File: config.mk
export PLATFORM = sky130hd
export DESIGN_NAME = inst_dispatch
export DESIGN_NICKNAME = d
export VERILOG_FILES = /design/src/rtl/inst_dispatch.sv
export SDC_FILE = /design/constraint.sdc
export NUM_CORES = 1
export LEC_CHECK = 0
export ABC_AREA = 1
export BUFFER_PORTS_ARGS = -buffer_cell sky130_fd_sc_hd__buf_2
export CORE_MARGIN = 1.5
export CORE_UTILIZATION = 60
export CTS_BUF_LIST = sky130_fd_sc_hd__clkbuf_4
export DETAILED_ROUTE_END_ITERATION = 7
export GPL_TIMING_DRIVEN = 1
export PLACE_DENSITY = 0.92
export SYNTH_ARGS = -nofsm -noshare
export SYNTH_HDL_FRONTEND = slang
export SYNTH_SLANG_ARGS = --single-unit
File: constraint.sdc
create_clock -name clk -period 9.6 [get_ports clk]
set_input_delay 0.48 -clock clk [delete_from_list [all_inputs] [get_ports clk]]
set_output_delay 0.48 -clock clk [all_outputs]
set_load 0.02 [all_outputs]
File: src/rtl/inst_dispatch.sv
// Two-lane in-order instruction dispatcher with a register scoreboard.
// Lane 1 always holds the older instruction; lane 2 may only issue once lane 1 is clear.
module inst_dispatch #(
  parameter int INS_PART_WID = 4,
  parameter int NUM_REGS     = 16
) (
  input  logic                    clk,
  input  logic                    rst_n,
  output logic                    inst_1_fetch,
  output logic                    inst_2_fetch,
  input  logic                    inst_1_valid,
  input  logic                    inst_2_valid,
  input  logic [INS_PART_WID-1:0] inst_1_type,
  input  logic [INS_PART_WID-1:0] inst_1_dest,
  input  logic [INS_PART_WID-1:0] inst_1_src0,
  input  logic [INS_PART_WID-1:0] inst_1_src1,
  input  logic [INS_PART_WID-1:0] inst_2_type,
  input  logic [INS_PART_WID-1:0] inst_2_dest,
  input  logic [INS_PART_WID-1:0] inst_2_src0,
  input  logic [INS_PART_WID-1:0] inst_2_src1,
  output logic                    iss_1_valid,
  output logic                    iss_2_valid,
  input  logic                    iss_1_ready,
  input  logic                    iss_2_ready,
  output logic [INS_PART_WID-1:0] iss_1_type,
  output logic [INS_PART_WID-1:0] iss_1_dest,
  output logic [INS_PART_WID-1:0] iss_1_src0,
  output logic [INS_PART_WID-1:0] iss_1_src1,
  output logic [INS_PART_WID-1:0] iss_2_type,
  output logic [INS_PART_WID-1:0] iss_2_dest,
  output logic [INS_PART_WID-1:0] iss_2_src0,
  output logic [INS_PART_WID-1:0] iss_2_src1,
  input  logic                    wb_1_valid,
  input  logic                    wb_2_valid,
  input  logic [INS_PART_WID-1:0] wb_1_dest,
  input  logic [INS_PART_WID-1:0] wb_2_dest,
  output logic [NUM_REGS-1:0]     sb_busy,
  output logic [15:0]             issue_cnt,
  output logic [15:0]             stall_cnt
);

  localparam logic [INS_PART_WID-1:0] TYPE_NOP = {INS_PART_WID{1'b0}};
  localparam logic [NUM_REGS-1:0]     ONE_HOT0 = {{(NUM_REGS-1){1'b0}}, 1'b1};

  logic                    hold_1_r, hold_2_r;
  logic [INS_PART_WID-1:0] type_1_r, dest_1_r, src0_1_r, src1_1_r;
  logic [INS_PART_WID-1:0] type_2_r, dest_2_r, src0_2_r, src1_2_r;

  logic live_1_s, live_2_s, nop_1_s, nop_2_s;
  logic haz_1_s, haz_2_s, intra_s, xfer_1_s, xfer_2_s, stall_s;
  logic [NUM_REGS-1:0] set_s, clr_s;
  logic [15:0]         issue_add_s;

  // Hazard evaluation, issue handshake and scoreboard update masks
  always_comb begin
    live_1_s = hold_1_r && (type_1_r != TYPE_NOP);
    live_2_s = hold_2_r && (type_2_r != TYPE_NOP);
    nop_1_s  = hold_1_r && (type_1_r == TYPE_NOP);
    nop_2_s  = hold_2_r && (type_2_r == TYPE_NOP);
    haz_1_s  = sb_busy[src0_1_r] || sb_busy[src1_1_r] || sb_busy[dest_1_r];
    haz_2_s  = sb_busy[src0_2_r] || sb_busy[src1_2_r] || sb_busy[dest_2_r];

    iss_1_valid  = live_1_s && !haz_1_s;
    xfer_1_s     = iss_1_valid && iss_1_ready;
    inst_1_fetch = !hold_1_r || nop_1_s || xfer_1_s;

    // Lane 2 sees lane 1's destination as busy when both would go together
    intra_s = xfer_1_s && ((dest_1_r == src0_2_r) || (dest_1_r == src1_2_r) ||
                           (dest_1_r == dest_2_r));
    iss_2_valid  = live_2_s && !haz_2_s && inst_1_fetch && !intra_s;
    xfer_2_s     = iss_2_valid && iss_2_ready;
    inst_2_fetch = !hold_2_r || nop_2_s || xfer_2_s;

    set_s = ((xfer_1_s ? ONE_HOT0 : {NUM_REGS{1'b0}}) << dest_1_r) |
            ((xfer_2_s ? ONE_HOT0 : {NUM_REGS{1'b0}}) << dest_2_r);
    clr_s = ((wb_1_valid ? ONE_HOT0 : {NUM_REGS{1'b0}}) << wb_1_dest) |
            ((wb_2_valid ? ONE_HOT0 : {NUM_REGS{1'b0}}) << wb_2_dest);

    issue_add_s = {15'd0, xfer_1_s} + {15'd0, xfer_2_s};
    stall_s     = (live_1_s && !xfer_1_s) || (live_2_s && !xfer_2_s);
  end

  // Issue fields are driven only while the lane offers an instruction
  always_comb begin
    iss_1_type = iss_1_valid ? type_1_r : TYPE_NOP;
    iss_1_dest = iss_1_valid ? dest_1_r : TYPE_NOP;
    iss_1_src0 = iss_1_valid ? src0_1_r : TYPE_NOP;
    iss_1_src1 = iss_1_valid ? src1_1_r : TYPE_NOP;
    iss_2_type = iss_2_valid ? type_2_r : TYPE_NOP;
    iss_2_dest = iss_2_valid ? dest_2_r : TYPE_NOP;
    iss_2_src0 = iss_2_valid ? src0_2_r : TYPE_NOP;
    iss_2_src1 = iss_2_valid ? src1_2_r : TYPE_NOP;
  end

  // Lane 1 holding register
  always_ff @(posedge clk or negedge rst_n) begin
    if (!rst_n) begin
      hold_1_r <= 1'b0;
      type_1_r <= TYPE_NOP;
      dest_1_r <= TYPE_NOP;
      src0_1_r <= TYPE_NOP;
      src1_1_r <= TYPE_NOP;
    end else if (inst_1_fetch && inst_1_valid) begin
      hold_1_r <= 1'b1;
      type_1_r <= inst_1_type;
      dest_1_r <= inst_1_dest;
      src0_1_r <= inst_1_src0;
      src1_1_r <= inst_1_src1;
    end else if (inst_1_fetch) begin
      hold_1_r <= 1'b0;
    end else begin
      hold_1_r <= hold_1_r;
    end
  end

  // Lane 2 holding register
  always_ff @(posedge clk or negedge rst_n) begin
    if (!rst_n) begin
      hold_2_r <= 1'b0;
      type_2_r <= TYPE_NOP;
      dest_2_r <= TYPE_NOP;
      src0_2_r <= TYPE_NOP;
      src1_2_r <= TYPE_NOP;
    end else if (inst_2_fetch && inst_2_valid) begin
      hold_2_r <= 1'b1;
      type_2_r <= inst_2_type;
      dest_2_r <= inst_2_dest;
      src0_2_r <= inst_2_src0;
      src1_2_r <= inst_2_src1;
    end else if (inst_2_fetch) begin
      hold_2_r <= 1'b0;
    end else begin
      hold_2_r <= hold_2_r;
    end
  end

  // Scoreboard: issue-set takes priority over a same-cycle writeback clear
  always_ff @(posedge clk or negedge rst_n) begin
    if (!rst_n) begin
      sb_busy <= {NUM_REGS{1'b0}};
    end else begin
      sb_busy <= (sb_busy & ~clr_s) | set_s;
    end
  end

  // Issue and stall counters, wrapping naturally at 16 bits
  always_ff @(posedge clk or negedge rst_n) begin
    if (!rst_n) begin
      issue_cnt <= 16'd0;
      stall_cnt <= 16'd0;
    end else begin
      issue_cnt <= issue_cnt + issue_add_s;
      stall_cnt <= stall_cnt + {15'd0, stall_s};
    end
  end

endmodule
==> results.json, run 1 <==
{
  "coreArea_mm2": 0.008299,
  "critical_path_class": "flip-flop to flip-flop",
  "grt_pass1_vias": 4955,
  "setup_slack_ns": 5.600,
  "finalNetCount": 859,
  "synthMuxAreaShare": 0,
  "viasPerCell": 5.922,
  "grtUsageTotal": 0.3397,
  "r2r_end": "stall_cnt[14]",
  "worst-path-max-fanout": 20,
  "clkTransAtPathRegs_ns": 0.15,
  "initial_core_util": 0.6226,
  "synth-warning-count": 0,
  "drc": 0,
  "synth_cell_type_count": 32,
  "instances_no_fill": 916,
  "worst_pin_slew_ns": 1.024,
  "ios": 132,
  "num_rows": 33,
  "synthMostInstantiatedCell": "nand3_1",
  "p_total_mw": 2.031,
  "cp-start-kind": "flip-flop",
  "synthAdderAreaFrac": 0.01356,
  "num_antenna_cells": 0,
  "fillers": 671,
  "htreeDepth": 3,
  "synth_compound_area_frac": 0.09007,
  "placed_area_mm2": 0.005782,
  "yosysTopAreaCell": "dfrtp_1",
  "die-area_mm2": 0.009179,
  "regArea_mm2": 0.002052,
  "arrival_ns": 4.39,
  "min_period_ns": 4.000,
  "ys.flop_type": "dfrtp_1",
  "rsz0062_at_grt": "false",
  "period_share": 0.4167,
  "end_kind": "flip-flop",
  "worstRegToRegCells": 18,
  "grt_pass1_wl_um": 23880,
  "async_reset_ff_frac": 1.000,
  "synthTopCellsByCount": "nand3_1, nand2_1, inv_1",
  "dp_hpwl_um": 10960,
  "syn_nets": 749,
  "setup-violations-final": 0,
  "holdWs_ns": 0.1928,
  "synth_edf_count": 0,
  "outcome": "completed",
  "seq_area_frac_synth": 0.3971,
  "timing.rr.start": "dest_1_r[1]",
  "maxSlewViolCount": 0,
  "max-vdd-ir-drop_mv": 0.2384,
  "cts_tree": "done",
  "cts_setup_buffers": 0,
  "fin_skew_ns": 0.02507,
  "multi_input_area_mm2": 0.002582,
  "drt_iter0_drc": 579,
  "final_util": 0.7119,
  "cts_hold_buf": 0,
  "gp_congestion": 0.9904,
  "place_ws_ns": 5.684,
  "synthSimpleGateAreaFrac": 0.3283,
  "drt.antenna.violating_nets": 0,
  "clock_path_buffers": 2,
  "areaGrowthSynthToFinish_pct": 14.33,
  "slew_headroom": 0.3176,
  "yosys.area.top_type_share": 0.3971,
  "grt_max_degree": 83,
  "leakage_nw": 3.175,
  "die_width_um": 95.81,
  "final_cell_area_mm2": 0.005908,
  "syn_inst": 696,
  "cap_violations": 0,
  "rrSetupSlack_ns": 5.60,
  "drive_above_1_share": 0.2059,
  "power_density_mw_per_mm2": 343.8,
  "overflow": 0,
  "timing.fmax_mhz": 250.0,
  "portBuffers": 131,
  "fp.dieH_um": 95.81,
  "synth_seq_cells": 82,
  "wire_per_inst_um": 16.57,
  "synth_top_family_by_area": "simple AND/OR/NAND/NOR gates",
  "setup_tns_ns": 0,
  "drt_wl_total_um": 15180,
  "hold_viol": 0,
  "cts.sinks": 82,
  "clk_latency_ns": 0.45,
  "hp-class": "input port to asynchronous set/reset pin",
  "antenna_found_initial": 0,
  "synth_xor_xnor_area_share": 0.06780,
  "post_cts_resized": 0,
  "cts_inserted_buffers": 9,
  "dp_cells": 900,
  "syn_avg_cell_area_um2": 7.425,
  "drtPass1Iterations": 6,
  "synth_area_leaders": "dfrtp_1, nand3_1, nand2_1",
  "via_count": 5425,
  "worstPathRequired_ns": 9.99,
  "ctsRootBufferMaster": "clkbuf_4",
  "syn_area_mm2": 0.005167
}
==> report_power, final <==
part,leakage [nW],internal (mW),switching (mW),total (mW)
logic,2.12,0.371,0.758,1.13
clock network,0.0696,0.0583,0.139,0.198
registers,0.990,0.472,0.233,0.705
==> worst max-delay path: stages (launching register included) <==
cell	delay (ns)
dfrtp_1	0.69
inv_1	0.29
o211ai_1	0.17
nand3_1	0.12
nand3_1	0.11
nand2_2	0.08
nor2_4	0.10
nand4_1	0.16
nand4_4	0.17
nand2_2	0.28
nand2_1	0.19
ha_1	0.16
ha_1	0.18
nand3_1	0.15
nor3_1	0.32
nand3_1	0.16
nand3b_1	0.22
nor3_1	0.22
xor2_1	0.16
==> cell type report <==
class,count,area share
clock buffer,9,0.01144
clock inverter,7,0.009953
inverter,95,0.06057
multi-input combinational,487,0.4371
sequential,82,0.3473
tap,105,0.02224
timing repair buffer,131,0.1114
==> sequential cells by signal (all words and copies together), names as in the netlist <==
| register | flops |
|---|---|
| dest_1_r | 4 |
| dest_2_r | 4 |
| hold_1_r | 1 |
| hold_2_r | 1 |
| issue_cnt | 16 |
| sb_busy | 16 |
| src0_1_r | 4 |
| src0_2_r | 4 |
| src1_1_r | 4 |
| src1_2_r | 4 |
| stall_cnt | 16 |
| type_1_r | 4 |
| type_2_r | 4 |
==> logic make-up after synthesis <==
group	after synthesis
and+or+nand+nor	356
adders and majority gates	5
AOI/OAI and AO/OA	86
buffers and inverters	127
xor gates and xnor gates	40
DFF	82
==> worst max path at each step <==
stage                start  slack, ns             to  cells past startpoint
2_1_floorplan   sb_busy[9]       6.31  stall_cnt[14]                     21
3_3_place_gp   dest_1_r[1]       5.89  issue_cnt[15]                     19
3_5_place_dp   dest_1_r[1]       5.68  stall_cnt[14]                     18
4_1_cts        dest_1_r[1]       5.67  stall_cnt[14]                     18
5_1_grt        dest_1_r[0]       5.22  stall_cnt[14]                     20
6_report       dest_1_r[1]       5.60  stall_cnt[14]                     18
==> metal layers <==
metal / routed length (um) / up-vias / track usage
met5: 0 / - / 0
met4: 606 / 0 / 0.1471
met3: 1661 / 72 / 0.06872
met2: 6860 / 365 / 0.5258
met1: 6053 / 2474 / 0.4619
li1: - / 2514 / -
==> layout by cell type, fill, tap and decap left out <==
| cell type | count |
|---|---|
| a21oi_1 | 37 |
| buf_2 | 130 |
| buf_4 | 1 |
| clkbuf_4 | 9 |
| clkinv_1 | 1 |
| clkinv_2 | 2 |
| clkinvlp_4 | 1 |
| dfrtp_1 | 82 |
| fa_1 | 1 |
| ha_1 | 4 |
| inv_1 | 91 |
| inv_2 | 2 |
| inv_6 | 4 |
| inv_8 | 1 |
| nand2_1 | 109 |
| nand2_2 | 3 |
| nand2_4 | 1 |
| nand3_1 | 117 |
| nand3_2 | 8 |
| nand3b_1 | 2 |
| nand4_1 | 38 |
| nand4_4 | 1 |
| nor2_1 | 63 |
| nor2_2 | 2 |
| nor2_4 | 1 |
| nor3_1 | 10 |
| nor3b_1 | 1 |
| o211ai_1 | 9 |
| o211ai_2 | 1 |
| o21a_1 | 2 |
| o21ai_0 | 37 |
| xnor2_1 | 18 |
| xor2_1 | 22 |
(Power assumes the default switching activity.)
==> run 2, diff against run 1 <==
- CORE_UTILIZATION: 60 -> 55
- PLACE_DENSITY: 0.92 -> 0.85
- clock period: 9.6 -> 4.2 ns (I/O delays scaled with it)
==> results.json, run 2 (synthesized netlist as in run 1, its figures left out) <==
{
  "outcome": "completed",
  "worst-path-max-fanout": 13,
  "num_rows": 35,
  "dp_hpwl_um": 11050,
  "wire_per_inst_um": 16.38,
  "portBuffers": 131,
  "setup_tns_ns": 0,
  "p_comb_frac": 0.560,
  "grt_max_degree": 83,
  "cts.sinks": 82,
  "cts_inserted_buffers": 9,
  "drt.antenna.violating_nets": 0,
  "cap_violations": 0,
  "hp-class": "input port to flip-flop",
  "initial_core_util": 0.5646,
  "gp_congestion": 0.9612,
  "num_antenna_cells": 0,
  "clkTransAtPathRegs_ns": 0.16,
  "seqPwrFrac": 0.335,
  "die-area_mm2": 0.009986,
  "power_density_mw_per_mm2": 747.5,
  "drtPass1Iterations": 7,
  "rsz0062_at_grt": "false",
  "swShare": 0.5505,
  "layout_common_cells": "buf_2, nand3_1, nand2_1",
  "drt_iter0_drc": 511,
  "die_width_um": 99.93,
  "areaGrowthSynthToFinish_pct": 21.38,
  "arrival_ns": 4.15,
  "worst_pin_slew_ns": 1.033,
  "p_total_mw": 4.689,
  "antenna_found_initial": 0,
  "path_cells": "inv_1, nand3_1, nand2_2, nor2_4, nand3_2, nand2_4, nand4_4, fa_1, inv_1, nand3_1, nor3_1, inv_1, nor3_1, nand3_1, nor3_1, xor2_1",
  "hold_viol": 0,
  "viasPerCell": 5.622,
  "leakage_nw": 3.329,
  "grt_pass1_vias": 5047,
  "ctsRootBufferMaster": "clkbuf_4",
  "overflow": 0,
  "clk_latency_ns": 0.48,
  "end_kind": "flip-flop",
  "min_period_ns": 3.739,
  "final_cell_area_mm2": 0.006272,
  "timing.fmax_mhz": 267.5,
  "cts_tree": "done",
  "grt_pass1_wl_um": 24880,
  "drc": 0,
  "p_int_mw": 2.108,
  "placed_area_mm2": 0.005804,
  "fin_skew_ns": 0.02162,
  "ios": 132,
  "grtUsageTotal": 0.3206,
  "final_common_cell": "buf_2",
  "fp.dieH_um": 99.93,
  "clock_path_buffers": 2,
  "slew_headroom": 0.3116,
  "p_clk_frac": 0.104,
  "p_sw_mw": 2.581,
  "max-vdd-ir-drop_mv": 0.5109,
  "finalNetCount": 893,
  "htreeDepth": 3,
  "drt_wl_total_um": 15660,
  "top_regs": "issue_cnt (16), sb_busy (16), stall_cnt (16)",
  "path_buf_inv": 3,
  "critical_path_class": "flip-flop to flip-flop",
  "coreArea_mm2": 0.009153,
  "drive_above_1_share": 0.2012,
  "setup-violations-final": 0,
  "cp-start-kind": "flip-flop",
  "crit_slowest_cell": "dfrtp_1",
  "period_share": 0.8902,
  "worstPathRequired_ns": 4.61,
  "cpPeakStageDelay_ns": 0.72,
  "via_count": 5375,
  "maxSlewViolCount": 0,
  "path_delay_family": "simple AND/OR/NAND/NOR gates"
}
==> run 2: changes by cell type in the layout (fill, tap and decap cells not counted), sizes merged <==
cell / before / now
dlygate4sd3: 0 / 32
clkinv: 3 / 4
buf: 131 / 133
clkinvlp: 1 / 0
==> run 2: final timing paths <==
check                               startpoint             to  slack (ns)  cells past startpoint
worst max-delay path               dest_1_r[3]  issue_cnt[11]        0.46                     16
worst min-delay path            inst_1_dest[0]    dest_1_r[0]        0.05                      3
worst max register to register     dest_1_r[3]  issue_cnt[11]        0.46                     16
worst min register to register   issue_cnt[15]  issue_cnt[15]        0.50                      1
max in group asynchronous                rst_n    dest_1_r[1]        3.05                      2
min in group asynchronous                rst_n     sb_busy[9]        0.43                      2
==> run 2: stage by stage <==
step | hold WS, ns | instances | utilization | setup WS, ns
after floorplan | -0.08559 | 696 | - | 0.9059
after global placement | 0.4396 | 908 | 0.6342 | 0.6507
after detailed placement | 0.4488 | 908 | 0.6342 | 0.4154
after CTS | 0.004228 | 956 | 0.6852 | 0.3730
after global routing | 0.03956 | 956 | 0.6853 | 0.03796
final | 0.04710 | 956 | 0.6853 | 0.4612
==> run 2: timing repair <==
| action | CTS | global route |
|---|---|---|
| setup buffers | 0 | 0 |
| hold buffers | 32 | 0 |
| hold endpoints to repair | 113 | 0 |
| resized for setup | 0 | 1 |
| setup endpoints to repair | 0 | 4 |
==> run 2: final cells by class <==
cell class / count / area [um2]
clock inverter: 7 / 78.83
fill: 762 / 2880
inverter: 95 / 357.8
clock buffer: 9 / 67.56
timing repair buffer: 165 / 993.5
multi-input combinational: 487 / 2582
tap: 111 / 138.9
sequential: 82 / 2053
==> run 2: worst reg2reg max path, delay by kind of cell, from the launching register on <==
kind	cells	cell delay (ns)
simple gates	11	1.88
flops	1	0.72
buf+inv	3	0.53
fa+ha+maj	1	0.38
xor+xnor	1	0.18
==> run 2: routing by layer <==
| metal | vias up | GRT usage | share of wire |
|---|---|---|---|
| met2 | 292 | 0.5181 | 0.47 |
| met3 | 49 | 0.08844 | 0.097 |
| met1 | 2449 | 0.4120 | 0.40 |
| met4 | 0 | 0.1224 | 0.030 |
| li1 | 2585 | - | - |
| met5 | - | 0 | 0 |
==> run 2: power by group through the flow <==
stage / combinational [mW] / clock, mW / sequential (mW)
after floorplan: 1.91 / 0 / 1.47
after global placement: 2.51 / 0 / 1.55
after detailed placement: 2.58 / 0 / 1.56
after CTS: 2.61 / 0.497 / 1.55
after global routing: 2.91 / 0.522 / 1.62
final: 2.63 / 0.489 / 1.57
